===== config.mk =====
export PLATFORM = sky130hd
export DESIGN_NAME = mmio_uart_tx_flat
export DESIGN_NICKNAME = d
export VERILOG_FILES = /design/src/rtl/mmio_uart_tx_if.sv /design/src/rtl/mmio_uart_tx.sv /design/src/flat_wrapper.sv
export SDC_FILE = /design/constraint.sdc
export NUM_CORES = 1
export LEC_CHECK = 0
export CORE_MARGIN = 3
export CORE_UTILIZATION = 50
export DETAILED_ROUTE_END_ITERATION = 12
export GPL_TIMING_DRIVEN = 0
export PLACE_DENSITY = 0.88
export REMOVE_ABC_BUFFERS = 1
export SLEW_MARGIN = 20
export SYNTH_ARGS = -nofsm -noshare
export SYNTH_HDL_FRONTEND = slang
export SYNTH_SLANG_ARGS = --single-unit

===== constraint.sdc =====
create_clock -name clk -period 3.5 [get_ports clk]
set_clock_uncertainty 0.15 [all_clocks]
set_input_delay 0.7 -clock clk [delete_from_list [all_inputs] [get_ports clk]]
set_output_delay 0.7 -clock clk [all_outputs]
set_load 0.05 [all_outputs]

===== src/rtl/mmio_uart_tx_if.sv =====
`default_nettype none
// +--------------------------------------------------------------------------+
// | mmio_uart_tx_if : data-memory bus signals snooped by the MMIO UART       |
// | Revision 1.0                                                             |
// +--------------------------------------------------------------------------+
interface mmio_uart_tx_if;
  logic        dmem_wren;
  logic [31:0] dmem_address;
  logic [31:0] dmem_data_in;
  logic [2:0]  funct3;
  logic [31:0] dmem_data_out;
  logic        periph_sel;

  modport master (
    output dmem_wren,
    output dmem_address,
    output dmem_data_in,
    output funct3,
    input  dmem_data_out,
    input  periph_sel
  );

  modport slave (
    input  dmem_wren,
    input  dmem_address,
    input  dmem_data_in,
    input  funct3,
    output dmem_data_out,
    output periph_sel
  );
endinterface
`default_nettype wire


===== src/rtl/mmio_uart_tx.sv =====
`default_nettype none
// +--------------------------------------------------------------------------+
// | mmio_uart_tx : store-snooping byte FIFO feeding an 8N1 UART transmitter  |
// | Revision 1.0                                                             |
// +--------------------------------------------------------------------------+
module mmio_uart_tx #(
  parameter logic [31:0] BASE_ADDR  = 32'hFFFF_FFE0,
  parameter int          CLK_FREQ   = 12000000,
  parameter int          BAUD       = 115200,
  parameter int          FIFO_DEPTH = 8
) (
  input  logic          clk,
  input  logic          reset,
  mmio_uart_tx_if.slave bus,
  output logic          tx
);

  localparam int c_CLKS_PER_BIT = CLK_FREQ / BAUD;
  localparam int c_BAUD_W       = (c_CLKS_PER_BIT > 1) ? $clog2(c_CLKS_PER_BIT) : 1;
  localparam int c_PTR_W        = $clog2(FIFO_DEPTH);
  localparam int c_CNT_W        = $clog2(FIFO_DEPTH + 1);

  localparam logic [c_BAUD_W-1:0] c_BAUD_LAST = c_BAUD_W'(c_CLKS_PER_BIT - 1);
  localparam logic [c_CNT_W-1:0]  c_DEPTH     = c_CNT_W'(FIFO_DEPTH);
  localparam logic [31:0]         c_STAT_ADDR = BASE_ADDR + 32'd4;

  localparam logic [1:0] c_IDLE  = 2'd0;
  localparam logic [1:0] c_START = 2'd1;
  localparam logic [1:0] c_DATA  = 2'd2;
  localparam logic [1:0] c_STOP  = 2'd3;

  logic                w_hit_data;
  logic                w_hit_stat;
  logic                w_push_req;
  logic                w_push;
  logic                w_pop;
  logic                w_clr_ovf;
  logic                w_baud_done;
  logic [31:0]         w_status;
  logic                w_unused;

  logic [1:0]          state_q, state_d;
  logic [c_BAUD_W-1:0] baud_q, baud_d;
  logic [2:0]          bit_q, bit_d;
  logic [7:0]          shift_q, shift_d;
  logic                tx_q, tx_d;

  logic [7:0]          mem_q [FIFO_DEPTH];
  logic [c_PTR_W-1:0]  wr_ptr_q;
  logic [c_PTR_W-1:0]  rd_ptr_q;
  logic [c_CNT_W-1:0]  count_q;
  logic                ovf_q;

  logic                sel_q;
  logic [31:0]         rdata_q;

  assign w_hit_data  = (bus.dmem_address == BASE_ADDR);
  assign w_hit_stat  = (bus.dmem_address == c_STAT_ADDR);
  assign w_push_req  = bus.dmem_wren && w_hit_data;
  assign w_pop       = (state_q == c_IDLE) && (count_q != '0);
  // A pop in the same cycle frees a slot, so a full FIFO can still accept.
  assign w_push      = w_push_req && ((count_q < c_DEPTH) || w_pop);
  assign w_clr_ovf   = bus.dmem_wren && w_hit_stat && bus.dmem_data_in[3];
  assign w_baud_done = (baud_q == c_BAUD_LAST);

  assign w_status = {23'd0, 5'(count_q), ovf_q, (state_q != c_IDLE),
                     (count_q == '0), (count_q == c_DEPTH)};

  // Only the low byte is stored; access size and upper data bits are don't-care.
  assign w_unused = ^{bus.funct3, bus.dmem_data_in[31:8]};

  always_ff @(posedge clk) begin
    if (w_push) begin
      mem_q[wr_ptr_q] <= bus.dmem_data_in[7:0];
    end
  end

  always_ff @(posedge clk or negedge reset) begin
    if (!reset) begin
      wr_ptr_q <= '0;
      rd_ptr_q <= '0;
      count_q  <= '0;
      ovf_q    <= 1'b0;
    end else begin
      if (w_push) begin
        wr_ptr_q <= wr_ptr_q + 1'b1;
      end
      if (w_pop) begin
        rd_ptr_q <= rd_ptr_q + 1'b1;
      end
      case ({w_push, w_pop})
        2'b10:   count_q <= count_q + 1'b1;
        2'b01:   count_q <= count_q - 1'b1;
        default: count_q <= count_q;
      endcase
      if (w_push_req && !w_push) begin
        ovf_q <= 1'b1;
      end else if (w_clr_ovf) begin
        ovf_q <= 1'b0;
      end
    end
  end

  always_ff @(posedge clk or negedge reset) begin
    if (!reset) begin
      state_q <= c_IDLE;
    end else begin
      state_q <= state_d;
    end
  end

  always_ff @(posedge clk or negedge reset) begin
    if (!reset) begin
      baud_q  <= '0;
      bit_q   <= '0;
      shift_q <= '0;
    end else begin
      baud_q  <= baud_d;
      bit_q   <= bit_d;
      shift_q <= shift_d;
    end
  end

  always_comb begin
    state_d = state_q;
    baud_d  = baud_q;
    bit_d   = bit_q;
    shift_d = shift_q;
    case (state_q)
      c_IDLE: begin
        if (w_pop) begin
          shift_d = mem_q[rd_ptr_q];
          bit_d   = '0;
          baud_d  = '0;
          state_d = c_START;
        end
      end
      c_START: begin
        if (w_baud_done) begin
          baud_d  = '0;
          state_d = c_DATA;
        end else begin
          baud_d = baud_q + 1'b1;
        end
      end
      c_DATA: begin
        if (w_baud_done) begin
          baud_d  = '0;
          shift_d = {1'b0, shift_q[7:1]};
          bit_d   = bit_q + 1'b1;
          if (bit_q == 3'd7) begin
            state_d = c_STOP;
          end
        end else begin
          baud_d = baud_q + 1'b1;
        end
      end
      c_STOP: begin
        if (w_baud_done) begin
          baud_d  = '0;
          state_d = c_IDLE;
        end else begin
          baud_d = baud_q + 1'b1;
        end
      end
      default: state_d = c_IDLE;
    endcase
  end

  // Line level is derived from the next state so tx falls one cycle after the pop.
  always_comb begin
    tx_d = 1'b1;
    case (state_d)
      c_START: tx_d = 1'b0;
      c_DATA:  tx_d = shift_d[0];
      default: tx_d = 1'b1;
    endcase
  end

  always_ff @(posedge clk or negedge reset) begin
    if (!reset) begin
      tx_q    <= 1'b1;
      sel_q   <= 1'b0;
      rdata_q <= '0;
    end else begin
      tx_q    <= tx_d;
      sel_q   <= w_hit_stat | w_hit_data;
      rdata_q <= w_hit_stat ? w_status : 32'd0;
    end
  end

  assign tx                = tx_q;
  assign bus.dmem_data_out = rdata_q;
  assign bus.periph_sel    = sel_q;

endmodule
`default_nettype wire


===== src/flat_wrapper.sv =====
// flat-port wrapper written by rule: the top's interface ports become plain ports
module mmio_uart_tx_flat 
#(
  parameter logic [31:0] BASE_ADDR  = 32'hFFFF_FFE0,
  parameter int          CLK_FREQ   = 12000000,
  parameter int          BAUD       = 115200,
  parameter int          FIFO_DEPTH = 8
)
  (clk, reset, tx, bus_dmem_wren, bus_dmem_address, bus_dmem_data_in, bus_funct3, bus_dmem_data_out, bus_periph_sel);
  mmio_uart_tx_if bus_i ();
  input  logic clk;
  input  logic reset;
  output logic tx;
  input wire logic [$bits(bus_i.dmem_wren)-1:0] bus_dmem_wren;
  input wire logic [$bits(bus_i.dmem_address)-1:0] bus_dmem_address;
  input wire logic [$bits(bus_i.dmem_data_in)-1:0] bus_dmem_data_in;
  input wire logic [$bits(bus_i.funct3)-1:0] bus_funct3;
  output wire logic [$bits(bus_i.dmem_data_out)-1:0] bus_dmem_data_out;
  output wire logic [$bits(bus_i.periph_sel)-1:0] bus_periph_sel;
  assign bus_i.dmem_wren = bus_dmem_wren;
  assign bus_i.dmem_address = bus_dmem_address;
  assign bus_i.dmem_data_in = bus_dmem_data_in;
  assign bus_i.funct3 = bus_funct3;
  assign bus_dmem_data_out = bus_i.dmem_data_out;
  assign bus_periph_sel = bus_i.periph_sel;
  mmio_uart_tx #(.BASE_ADDR(BASE_ADDR), .CLK_FREQ(CLK_FREQ), .BAUD(BAUD), .FIFO_DEPTH(FIFO_DEPTH)) u_core (.clk(clk), .reset(reset), .bus(bus_i), .tx(tx));
endmodule

==> results list <==
* Count of routing violations after the opening detailed-route iteration: 137
- The final route contains 2,693 vias.
- First-pass GRT wire length: between 10,000 and 15,000 um
- Initial antenna violation count: 0
- Number of cells produced by synthesis: 321
- The tightest hold path in the finished design has a slack of roughly 0.02 ns.
* Critical register-to-register path startpoint: u_core.count_q[3]
- Final number of hold-violating endpoints: 0
* Final nets: around 450
- Largest cells by area after synthesis: sky130_fd_sc_hd__edfxtp_1 41%, sky130_fd_sc_hd__dfrtp_1 21%, sky130_fd_sc_hd__mux4_2 7.7%
- Setup repair after global routing missed its margin: false
- After detailed routing, the average wire length per cell comes to 18.0 um.
* Fraction of final layout cells with drive strength greater than 1: 15.6%
- Initial standard-cell utilization of the core: 52.5%
- The via count of the first global-routing pass is 2,795.
- Number of cells in the design after placement: between 400 and 500
- Highest Clock Rate: 0.318 GHz
- Static leakage power: roughly 2 nW
- The largest individual stage delay along the critical path comes from the cell sky130_fd_sc_hd__nor4_2.
* Average via count per standard cell: 5.54
- Distinct cell type count after synthesis: between 50 and 60
- STA puts the critical path data required time at 3.60 ns.
- Classification of the worst setup path: in2reg
* Remaining antenna violation count: 0
- CTS saw ~110 sinks.
- Setup slack on the critical path of the routed design comes to 0.352 ns.
- The area growth from synthesis to layout is 17.0%.
- The floorplan step defined a die boundary enclosing between 10,000 and 15,000 um2.
- Relative max-transition margin: 43.2%
* Total CTS buffers: 9
- Worst setup timing slack at the placement stage: -0.819 ns
* #FFs+latches synth: between 100 and 150
- Kind of capture point of the worst setup path: register
- In this run the cell area measured after placement is 5230 um2.
- Cells traversed along the worst timing path: clkdlybuf4s50_1 > nand4_1 > nor4_2 > nand4_1 > buf_4 > ha_1 > xor2_1 > ha_1 > a21oi_1 > xor2_1 > nor2_1 > xor2_1
- Power Density: ~420 nW/um2
- Among all flip-flop cells after synthesis, the most frequent one is sky130_fd_sc_hd__edfxtp_1.
* Slew @ Worst Pin: approximately 0.85 ns
* Final slew viol count: 0
* Pre-Repair DR Iteration Count: 4
* Period Utilization, post-route: between 80% and 90%
* Overflow left after global routing: 0
- Final period demand of the worst path: 3.15 ns
- HPWL reported at the end of detailed placement: around 6300 um
- Register area share after synthesis: a little over three fifths
- After detailed routing, the total wire length is 8770 um.
- The cell family contributing the most delay on the critical path is simple AND/OR/NAND/NOR gates.
* CTS max path bufs: 2
* Antenna diode count: 0
- The synthesized design spends more area on one cell type than any other, namely sky130_fd_sc_hd__edfxtp_1.
- Worst hold path type: in2async
- Counting both buffers and inverters, the worst setup path holds a total of 2.
- Met3 Track Usage GR: 3.52%
* Grt met2 use: roughly 32%
* Critical Path AT: 3.25 ns
* CTS clock-pin slew for the worst setup and hold paths: around 0.1 ns
- In this run the clock root is driven by a sky130_fd_sc_hd__clkbuf_8.
- Setup violations remaining at the end of the flow were counted as 0.
- IO buf count: between 50 and 60
- Cell area after layout: 5490 um2
* Maximum number of pins on one net before global-route repair: 34
- Run status: finished, final reports clean
- In this run the count of I/O pins placed on the die edge is 104.
- The mapped netlist covers 4690 um2.
- Maximum fanout count along the critical path: 5
* Total number of H-tree levels: 3
* Die height: 103 um
* Max capacitance violation total: 0
- Routability-driven placement finished with a final weighted congestion of 0.787.
- The Yosys step of the flow raised 0 warnings.
- Most used routing layer in global routing: met2
- Number of standard cells in the layout, taps in and fillers out: 486
* Post-synth EDFFs: 64
- Overall routing resource usage: 17.9%
- Tracing the worst setup path back leads to its startpoint at bus_dmem_address[21].
* Delay contributed by the slowest stage of the critical path: 0.52 ns
- Fraction of synthesized cell area taken by the top area cell type: 41.0%
- Filler cell count: 652
- Die span in x: about 100 um
- Row generation in the floorplan step produced 34 rows.
* Crit start category: input port
- VDD IR max: 0.000324 V
- Among the stages of the critical path, the cell type that occurs most often is sky130_fd_sc_hd__xor2_1.
- Of all flip-flops after synthesis, the portion carrying an async set or reset was 39.0%.
- Area of the core region: 8930 um2
- Hold repair after CTS inserted 0 buffers.
* Post-route DRC: 0
- TritonCTS clock tree: built
- Mean post-synth cell area: between 10 and 15 um2
- M1 GR Usage: 22.3%
- Clock latency on the worst-skew pair, taken at its later pin, is between 0.3 and 0.4 ns.
-- cells by family (layout without fill, tap and decap cells) --
| family | count (synthesis) | count (layout) | share of synthesized area [%] |
|---|---|---|---|
| XOR/XNOR | 12 | 12 | 2.24 |
| adder cells (fa/ha/maj) | 8 | 8 | 2.13 |
| AND/OR/NAND/NOR | 78 | 78 | 10.2 |
| AO/OA/AOI/OAI | 45 | 45 | 6.21 |
| flip-flops | 105 | 105 | 62.9 |
| buffers and inverters | 45 | 79 | 6.19 |
| multiplexers | 27 | 27 | 10.1 |
| other | 1 | 24 | 0.0799 |
-- sequential cells by signal (all words and copies together) (netlist names) --
| name | cells |
|---|---|
| u_core.shift_q | 8 |
| u_core.rd_ptr_q | 3 |
| u_core.ovf_q | 1 |
| u_core.bit_q | 3 |
| u_core.wr_ptr_q | 3 |
| u_core.baud_q | 7 |
| u_core.bus.periph_sel | 1 |
| u_core.tx | 1 |
| u_core.mem_q | 64 |
| u_core.state_q | 2 |
| u_core.count_q | 4 |
| u_core.bus.dmem_data_out | 8 |
-- final timing paths --
path | endpoint | slack [ns] | cells after the start
worst min register to register | u_core.bit_q[2] | 0.35 | 2
min in group clk | u_core.bit_q[2] | 0.35 | 2
max in group asynchronous | u_core.tx | 2.66 | 2
worst max-delay path | u_core.count_q[2] | 0.35 | 12
worst min-delay path | u_core.bus.dmem_data_out[4] | 0.02 | 1
worst max register to register | u_core.count_q[2] | 0.57 | 10
-- per-stage QoR --
stage	util, %	setup TNS [ns]	power, mW
floorplan	-	0	1.49
global placement	57.8	-43.24	1.56
detailed placement	58.6	-37.18	1.58
CTS	61.4	0	2.35
global route	61.4	0	2.41
finish	61.4	0	2.33
-- placed cells by master (no fill, tap or decap), types with 6 or more instances in the layout --
cell type	netlist	layout
sky130_fd_sc_hd__a22oi_1	7	7
sky130_fd_sc_hd__nand4_1	6	6
sky130_fd_sc_hd__clkbuf_8	0	9
sky130_fd_sc_hd__conb_1	1	24
sky130_fd_sc_hd__clkdlybuf4s50_1	0	51
sky130_fd_sc_hd__mux4_2	16	16
sky130_fd_sc_hd__edfxtp_1	64	64
sky130_fd_sc_hd__mux2i_1	8	8
sky130_fd_sc_hd__nor2_1	6	6
sky130_fd_sc_hd__o21ai_0	20	20
sky130_fd_sc_hd__nand2_1	19	19
sky130_fd_sc_hd__ha_1	8	8
sky130_fd_sc_hd__and3_1	10	10
sky130_fd_sc_hd__dfrtp_1	40	39
sky130_fd_sc_hd__xnor2_1	7	7
-- final cells by class --
type / instances / area, um2 / area share, %
well taps: 108 / 135 / 2.46
clock inverters: 6 / 82.6 / 1.50
flip-flops and latches: 105 / 2950 / 53.7
multi-input cells: 194 / 1590 / 28.9
inverters: 5 / 18.8 / 0.342
clock buffers: 10 / 128 / 2.33
repair buffers: 58 / 586 / 10.7
-- routing by layer --
layer	share of wire (%)	vias to the layer above
met5	0	-
met4	1.4	0
met3	4.8	11
met2	54	80
met1	40	1329
li1	-	1273
-- report_power, final --
part,switching (mW),internal [mW]
logic,0.105,0.0691
clock network,0.426,0.349
registers,0.0233,1.35
-- repair_timing --
action / CTS / global route
setup endpoints to repair: 63 / 0
resized for setup: 1 / 0
setup buffers: 3 / 0
-- cell usage after synthesis (all sizes together) (2+ instances only) --
| library cell | count |
|---|---|
| dfrtp | 40 |
| and2 | 4 |
| clkbuf | 4 |
| o21ai | 20 |
| a22oi | 7 |
| mux4 | 16 |
| a21oi | 5 |
| a221oi | 2 |
| and3 | 10 |
| buf | 36 |
| a211oi | 3 |
| mux2i | 8 |
| nor4 | 6 |
| nand3 | 5 |
| nand4 | 6 |
| inv | 5 |
| mux2 | 3 |
| nand2b | 3 |
| nor4b | 2 |
| nor2 | 6 |
| a311oi | 2 |
| nand3b | 2 |
| xor2 | 5 |
| xnor2 | 7 |
| nor3 | 4 |
| or2 | 2 |
| ha | 8 |
| nand4b | 4 |
| nand2 | 19 |
| edfxtp | 64 |
No activity file was read; power rests on OpenSTA's default activity.
